==> src/rtl/reg_transfer_ctrl.sv <==
// Register file sequencer: transfer, inc/dec and stack push/pull opcodes.
// Drives write strobes, data buses and the stack memory handshake.
module reg_transfer_ctrl #(
    parameter logic [7:0] STACK_PAGE = 8'h01,
    parameter logic [7:0] PUSH_BMASK = 8'h30
) (
    input  logic        clk_1,
    input  logic        rst,
    input  logic        op_valid,
    output logic        op_ready,
    input  logic [7:0]  opcode,
    input  logic [7:0]  acc_q,
    input  logic [7:0]  x_q,
    input  logic [7:0]  y_q,
    input  logic [7:0]  sp_q,
    input  logic [7:0]  status_q,
    output logic        accumulator_con,
    output logic        x_con,
    output logic        y_con,
    output logic        stack_pointer_con,
    output logic        status_con,
    output logic [7:0]  data_in,
    output logic [7:0]  data_status,
    output logic        mem_req,
    output logic        mem_we,
    output logic [15:0] mem_addr,
    output logic [7:0]  mem_wdata,
    input  logic        mem_ack,
    input  logic [7:0]  mem_rdata,
    output logic        done,
    output logic        illegal
);

    typedef enum logic [2:0] {
        IDLE, XFER, PUSH, SP_DEC, SP_INC, PULL, WB, BAD
    } state_t;

    typedef enum logic [1:0] {T_A, T_X, T_Y, T_SP} tgt_t;

    localparam logic [7:0] OP_PHA = 8'h48;
    localparam logic [7:0] OP_PHP = 8'h08;
    localparam logic [7:0] OP_PLA = 8'h68;
    localparam logic [7:0] OP_PLP = 8'h28;

    state_t     state;
    state_t     entry;
    logic [7:0] op_r;
    logic [7:0] pull_d;
    logic [7:0] xres;
    tgt_t       tgt;

    // N lands in bit 7, Z in bit 1; other flags pass through
    function automatic logic [7:0] nz(input logic [7:0] p, input logic [7:0] r);
        return {r[7], p[6:2], r == 8'h00, p[0]};
    endfunction

    always_comb begin
        entry = BAD;
        case (opcode)
            8'hAA, 8'hA8, 8'h8A, 8'h98, 8'hBA,
            8'h9A, 8'hE8, 8'hCA, 8'hC8, 8'h88: entry = XFER;
            OP_PHA, OP_PHP:                    entry = PUSH;
            OP_PLA, OP_PLP:                    entry = SP_INC;
            default:                           entry = BAD;
        endcase
    end

    always_comb begin
        tgt  = T_X;
        xres = x_q;
        case (op_r)
            8'hAA: begin tgt = T_X;  xres = acc_q;       end
            8'hA8: begin tgt = T_Y;  xres = acc_q;       end
            8'h8A: begin tgt = T_A;  xres = x_q;         end
            8'h98: begin tgt = T_A;  xres = y_q;         end
            8'hBA: begin tgt = T_X;  xres = sp_q;        end
            8'h9A: begin tgt = T_SP; xres = x_q;         end
            8'hE8: begin tgt = T_X;  xres = x_q + 8'd1;  end
            8'hCA: begin tgt = T_X;  xres = x_q - 8'd1;  end
            8'hC8: begin tgt = T_Y;  xres = y_q + 8'd1;  end
            8'h88: begin tgt = T_Y;  xres = y_q - 8'd1;  end
            default: begin tgt = T_X; xres = x_q;        end
        endcase
    end

    always_ff @(posedge clk_1 or posedge rst) begin
        if (rst) begin
            state  <= IDLE;
            op_r   <= 8'h00;
            pull_d <= 8'h00;
        end else begin
            unique case (state)
                IDLE: begin
                    if (op_valid) begin
                        op_r  <= opcode;
                        state <= entry;
                    end
                end
                XFER, SP_DEC, WB, BAD: state <= IDLE;
                PUSH: if (mem_ack) state <= SP_DEC;
                SP_INC: state <= PULL;
                PULL: begin
                    if (mem_ack) begin
                        pull_d <= mem_rdata;
                        state  <= WB;
                    end
                end
            endcase
        end
    end

    always_comb begin
        op_ready          = 1'b0;
        accumulator_con   = 1'b0;
        x_con             = 1'b0;
        y_con             = 1'b0;
        stack_pointer_con = 1'b0;
        status_con        = 1'b0;
        data_in           = 8'h00;
        data_status       = 8'h00;
        mem_req           = 1'b0;
        mem_we            = 1'b0;
        mem_wdata         = 8'h00;
        done              = 1'b0;
        illegal           = 1'b0;
        unique case (state)
            IDLE: op_ready = !rst;
            XFER: begin
                done    = 1'b1;
                data_in = xres;
                unique case (tgt)
                    T_A:  accumulator_con   = 1'b1;
                    T_X:  x_con             = 1'b1;
                    T_Y:  y_con             = 1'b1;
                    T_SP: stack_pointer_con = 1'b1;
                endcase
                if (tgt != T_SP) begin
                    status_con  = 1'b1;
                    data_status = nz(status_q, xres);
                end
            end
            PUSH: begin
                mem_req   = 1'b1;
                mem_we    = 1'b1;
                mem_wdata = (op_r == OP_PHP) ? (status_q | PUSH_BMASK) : acc_q;
            end
            SP_DEC: begin
                stack_pointer_con = 1'b1;
                data_in           = sp_q - 8'd1;
                done              = 1'b1;
            end
            SP_INC: begin
                stack_pointer_con = 1'b1;
                data_in           = sp_q + 8'd1;
            end
            PULL: mem_req = 1'b1;
            WB: begin
                done       = 1'b1;
                status_con = 1'b1;
                if (op_r == OP_PLP) begin
                    data_status = {pull_d[7:6], status_q[5:4], pull_d[3:0]};
                end else begin
                    accumulator_con = 1'b1;
                    data_in         = pull_d;
                    data_status     = nz(status_q, pull_d);
                end
            end
            BAD: illegal = 1'b1;
        endcase
        mem_addr = mem_req ? {STACK_PAGE, sp_q} : 16'h0000;
    end

endmodule

==> config.mk <==
export PLATFORM = sky130hd
export DESIGN_NAME = reg_transfer_ctrl
export DESIGN_NICKNAME = d
export VERILOG_FILES = /design/src/rtl/reg_transfer_ctrl.sv
export SDC_FILE = /design/constraint.sdc
export NUM_CORES = 1
export LEC_CHECK = 0
export BUFFER_PORTS_ARGS = -buffer_cell sky130_fd_sc_hd__buf_2
export CORE_MARGIN = 10
export CORE_UTILIZATION = 28
export DETAILED_ROUTE_END_ITERATION = 8
export PLACE_DENSITY = 0.54
export SYNTH_ARGS = -nofsm -noshare
export SYNTH_HDL_FRONTEND = slang
export SYNTH_SLANG_ARGS = --single-unit
==> constraint.sdc <==
create_clock -name clk_1 -period 5.6 [get_ports clk_1]
set_input_delay 0.28 -clock clk_1 [delete_from_list [all_inputs] [get_ports clk_1]]
set_output_delay 0.28 -clock clk_1 [all_outputs]
set_load 0.005 [all_outputs]
# After elaboration in Yosys (flattened, before gate mapping)
# Index checks and enable logic that the tools add are counted.
[classes] n_addsub=6 eq_ne=40 n_mux=31 n_reduce_logical=18
[op_table] operator="== test 8 bit, second input constant" count=20
[op_table] operator="case mux 8 bit (7 select lines)" count=1
[op_table] operator="2-to-1 mux 8 bit" count=4
[op_table] operator="case mux 8 bit (4 select lines)" count=1
[op_table] operator="adder 8 x 1 -> 8 bit, second input constant" count=3
[op_table] operator="subtractor 8 x 1 -> 8 bit, second input constant" count=3
[op_table] operator="== test 8 x 4 -> 1 bit, second input constant" count=2
[op_table] operator="== test 8 x 6 -> 1 bit, second input constant" count=2
[op_table] operator="== test 8 x 7 -> 1 bit, second input constant" count=2
[op_table] operator="zero test 8 bit" count=2
[op_table] operator="case mux 8 bit (2 select lines)" count=1
[op_table] operator="case mux 3 bit (5 select lines)" count=1
[op_table] operator="2-to-1 mux 1 bit" count=13
[op_table] operator="== test 3 bit, second input constant" count=4
[op_table] operator="OR reduction 2 bit" count=6
[op_table] operator="OR reduction 10 bit" count=1
[op_table] operator="2-to-1 mux 3 bit" count=3
[op_table] operator="2-to-1 mux 9 bit" count=1
[op_table] operator="case mux 3 bit (3 select lines)" count=1
[op_table] operator="!= test 2 bit, second input constant" count=4
[op_table] operator="2-to-1 mux 7 bit" count=1
[op_table] operator="== test 3 x 2 -> 1 bit, second input constant" count=2
[op_table] operator="case mux 1 bit (2 select lines)" count=3
[op_table] operator="case mux 2 bit (3 select lines)" count=1
[op_table] operator="10 further kinds" count=13
[totals] register_bits=19 input_bits=60 output_inout_bits=50 wordCells=98

# Depth between registers and ports, before layout
[logic_depth] depth_word=6 ltp_mapped=13 mapped_depth_nobuf=11

# Worst setup path before layout
# OpenSTA, ideal clock, no wires.
[synth_path] path_type="register to output" start="reg op_r[4]" end="out data_in[6]" arrival_ns=2.652 required_time_ns=5.320 path_slack_ns=2.668 stages_incl_launch_ff=14 path_cell_list="dfrtp_1 -> buf_6 -> clkbuf_1 -> nor2_1 -> nand3_1 -> inv_1 -> ha_1 -> nor2b_1 -> o31a_1 -> o22ai_1 -> o311ai_1 -> o32ai_1 -> nor2_1 -> a221o_1"
[synth_via] elab_chain_len=4
[synth_rtl] item="start: declaration" line_no="47" rtl="logic [7:0] op_r;"
[synth_rtl] item="start signal: assignment" line_no="95" rtl="op_r <= opcode;"
[synth_rtl] item="== test 8 bit" line_no="71" rtl="case (op_r)"
[synth_rtl] item="OR reduction 2 bit (no line)"
[synth_rtl] item="case mux 8 bit (7 select lines)" line_no="71"
[synth_rtl] item="case mux 8 bit (4 select lines) *" line_no="126" rtl="unique case (state)"
[synth_rtl] item="end: declaration" line_no="22" rtl="output logic [7:0] data_in,"
# Mark *: on every way between the ends. The rest lies on a longest branch, timed or not.

# Final worst setup path
[layout_path] start="reg op_r[6]" end="out data_in[6]"
# Same word-level chain as after synthesis.

==> reports/results.tsv <==
stage	metric	value	unit
clocking	ctsResizeCount	0	
setup_path	worst-setup-path-type	register to output port	
clocking	postCtsHoldBufs	0	
global_routing	grt_use_total	14.1	%
clocking	clk_latency	0.26	ns
routing	wl_per_cell	18.4	um
routing	first_pass_iters	4	
place	place_area	0.00334	mm2
layout	fillCellCount	1065	
die	floorplan.die.height	120	um
logic_synthesis	synth_most_common_cell	nand2_1	
logic_synthesis	netlist_instances	356	
global_routing	grt_first_pass_wirelength	16.8	mm
sta	relSlewSlack	35.1	%
sta	hold_viol_final	0	
setup_path	startpoint_type	register	
routing	vias_per_cell	5.19	
setup_path	critical_path.startpoint	op_r[6]	
clocking	cts_buffers	3	
clocking	cts-root-buf	clkbuf_8	
logic_synthesis	synth_cell_types	63	
place	gp_congestion	0.913	
layout	area_growth	21.7	%
sta	finalClockSkew	0.0123	ns
clocking	post_cts_buffers	0	
die	die_w	120	um
clocking	clock_sinks	19	
sta	layout_worst_path_cycle_share	70.6	%
setup_path	endpoint	data_in[6]	
global_routing	first_global_vias	3154	
die	pin_count	110	
logic_synthesis	ys_ff_latch	19	
setup_path	endpoint_kind	output port	
layout	final_cell_area	0.00339	mm2
routing	first_iter_violations	217	
setup_path	rr_endpoint	state[1]	
global_routing	antenna_found_initial	0	
die	start_util	28.7	%
logic_synthesis	synth_area	0.00279	mm2
sta	fin_tns_setup	0	ns
setup_path	critPathRequiredTime	5.32	ns
layout	drive_gt1_share	30.2	%
logic_synthesis	synth_common_cells	nand2_1, inv_1, nor2_1	
logic_synthesis	synthTopCellsByArea	dfrtp_1, mux2_2, ha_1	
logic_synthesis	synth_ff_type	dfrtp_1	
logic_synthesis	synth_top_cell_by_area	dfrtp_1	
sta	fin_crit	3.95	ns
die	coreArea	0.00973	mm2
die	dieArea	0.0144	mm2
routing	drc	0	
global_routing	grt_max_degree	25	
sta	finalSetupViolations	0	
clocking	cts_buffer_depth	2	
global_routing	grt_overflow	0	
logic_synthesis	ys_async_sr_fraction	100	%
logic_synthesis	ys_seq_area_share	17.0	%
setup_path	reg2reg_from	state[1]	
setup_path	critPathMaxFanout	24	
layout	fin_util	34.9	%
logic_synthesis	netlist.area_leader.share	17.0	%
clocking	cts_tree	yes	
setup_path	reg2reg_depth	5	
sta	drv_slew	0	
sta	rsz0062_at_grt	false	
place	post-dp-hpwl	8.92	mm
sta	fmax	253	MHz
place	portBuffers	102	
setup_path	cp.arrival	3.67	ns
pwr	p_total	1.30	mW
layout	diodes	0	
pwr	ir_drop	215	uV
logic_synthesis	synth_edf_count	0	
clocking	path_clk_slew	0.09	ns
logic_synthesis	syn_avg_cell_area	7.83	um2
routing	antenna_left	0	
logic_synthesis	yosys_warnings	0	
routing	routed_wl	10.6	mm
setup_path	r2r_slack	3.44	ns
pwr	power.density	382	mW/mm2
run	cap_violations	0	
die	rows	36	
status	outcome	finished clean	
sta	worst_slew_pin_slew	0.971	ns
routing	vias	2987	
pwr	leakagePower	1.60	nW
clocking	htree_levels	1	
layout	nNetsFinal	520	
hold_path	hold_path.class	input pin to async pin	
worst min path at each step:
stage | from | to | slack, ns | depth (start not counted)
floorplan | rst | op_r[0] | 0.23 | 1
global placement | rst | state[0] | 0.45 | 2
detailed placement | rst | state[0] | 0.45 | 2
CTS | rst | state[0] | 0.17 | 2
global route | rst | state[1] | 0.21 | 2
finish | rst | state[0] | 0.15 | 2
flip-flops by register name (all words and copies together), names as in the netlist:
register,cells
op_r,8
pull_d,8
state,3
power breakdown:
part / total [mW] / switching, mW / internal [mW] / leakage (nW)
combinational: 0.825 / 0.434 / 0.391 / 1.36
clock: 0.100 / 0.0500 / 0.0502 / 0.0217
sequential: 0.370 / 0.165 / 0.205 / 0.227
total: 1.30 / 0.650 / 0.646 / 1.60
routing by layer:
layer,track usage [%],part of all wire (%),vias up
met5,0,0,-
met4,3.24,1.1,0
met3,3.19,7.5,6
met2,23.1,48,111
met1,18.5,43,1396
li1,-,-,1474
critical path, cell delays in order, from the launching register on:
cell and delay, ns:
dfrtp_1 0.83, and2_1 0.25, nand3_1 0.17, inv_1 0.22
ha_1 0.32, nor2b_1 0.17, o31a_1 0.26, o22ai_1 0.17
o311ai_1 0.11, o32ai_1 0.43, nor2_1 0.08, a221o_1 0.28
buf_2 0.14
layout make-up:
type / count / area, um2 / share of cell area [%]
Timing Repair Buffer: 103 / 518 / 15.3
Multi-Input combinational cell: 294 / 2100 / 61.8
Sequential cell: 19 / 475 / 14.0
Clock buffer: 3 / 41.3 / 1.22
Inverter: 23 / 86.3 / 2.54
Clock inverter: 1 / 7.51 / 0.221
Tap cell: 133 / 166 / 4.90
per-stage QoR:
step | instances | setup WS [ns] | hold WS [ns]
after floorplan | 362 | 2.67 | 0.231
after global placement | 572 | 2.09 | 0.453
after detailed placement | 572 | 2.00 | 0.455
after CTS | 576 | 1.67 | 0.167
after global routing | 576 | 1.31 | 0.206
final | 576 | 1.65 | 0.149
cell usage in the layout (no fill, tap or decap), drive strengths merged, types with 6 or more instances in the layout:
master    n
ha       14
buf     103
nand2b    8
inv      23
nor2     23
o221ai    6
xnor2    14
conb      7
nor4     10
o21ai    15
dfrtp    19
nand3     9
mux2i     8
and2     13
a21oi    17
nand2    33
mux2     16
nor3     10
kinds of logic (layout without fill, tap and decap cells):
family                   Yosys count  count (layout)  synth area share, %
XOR/XNOR                          19              19                 5.97
other                              1               7                0.134
AND/OR/NAND/NOR                  138             138                 28.4
AO/OA/AOI/OAI                     90              90                 22.9
adder cells (fa/ha/maj)           16              16                 7.72
flip-flops                        19              19                 17.0
multiplexers                      24              24                 9.33
buffers and inverters             49             130                 8.52
(Power assumes the default switching activity.)
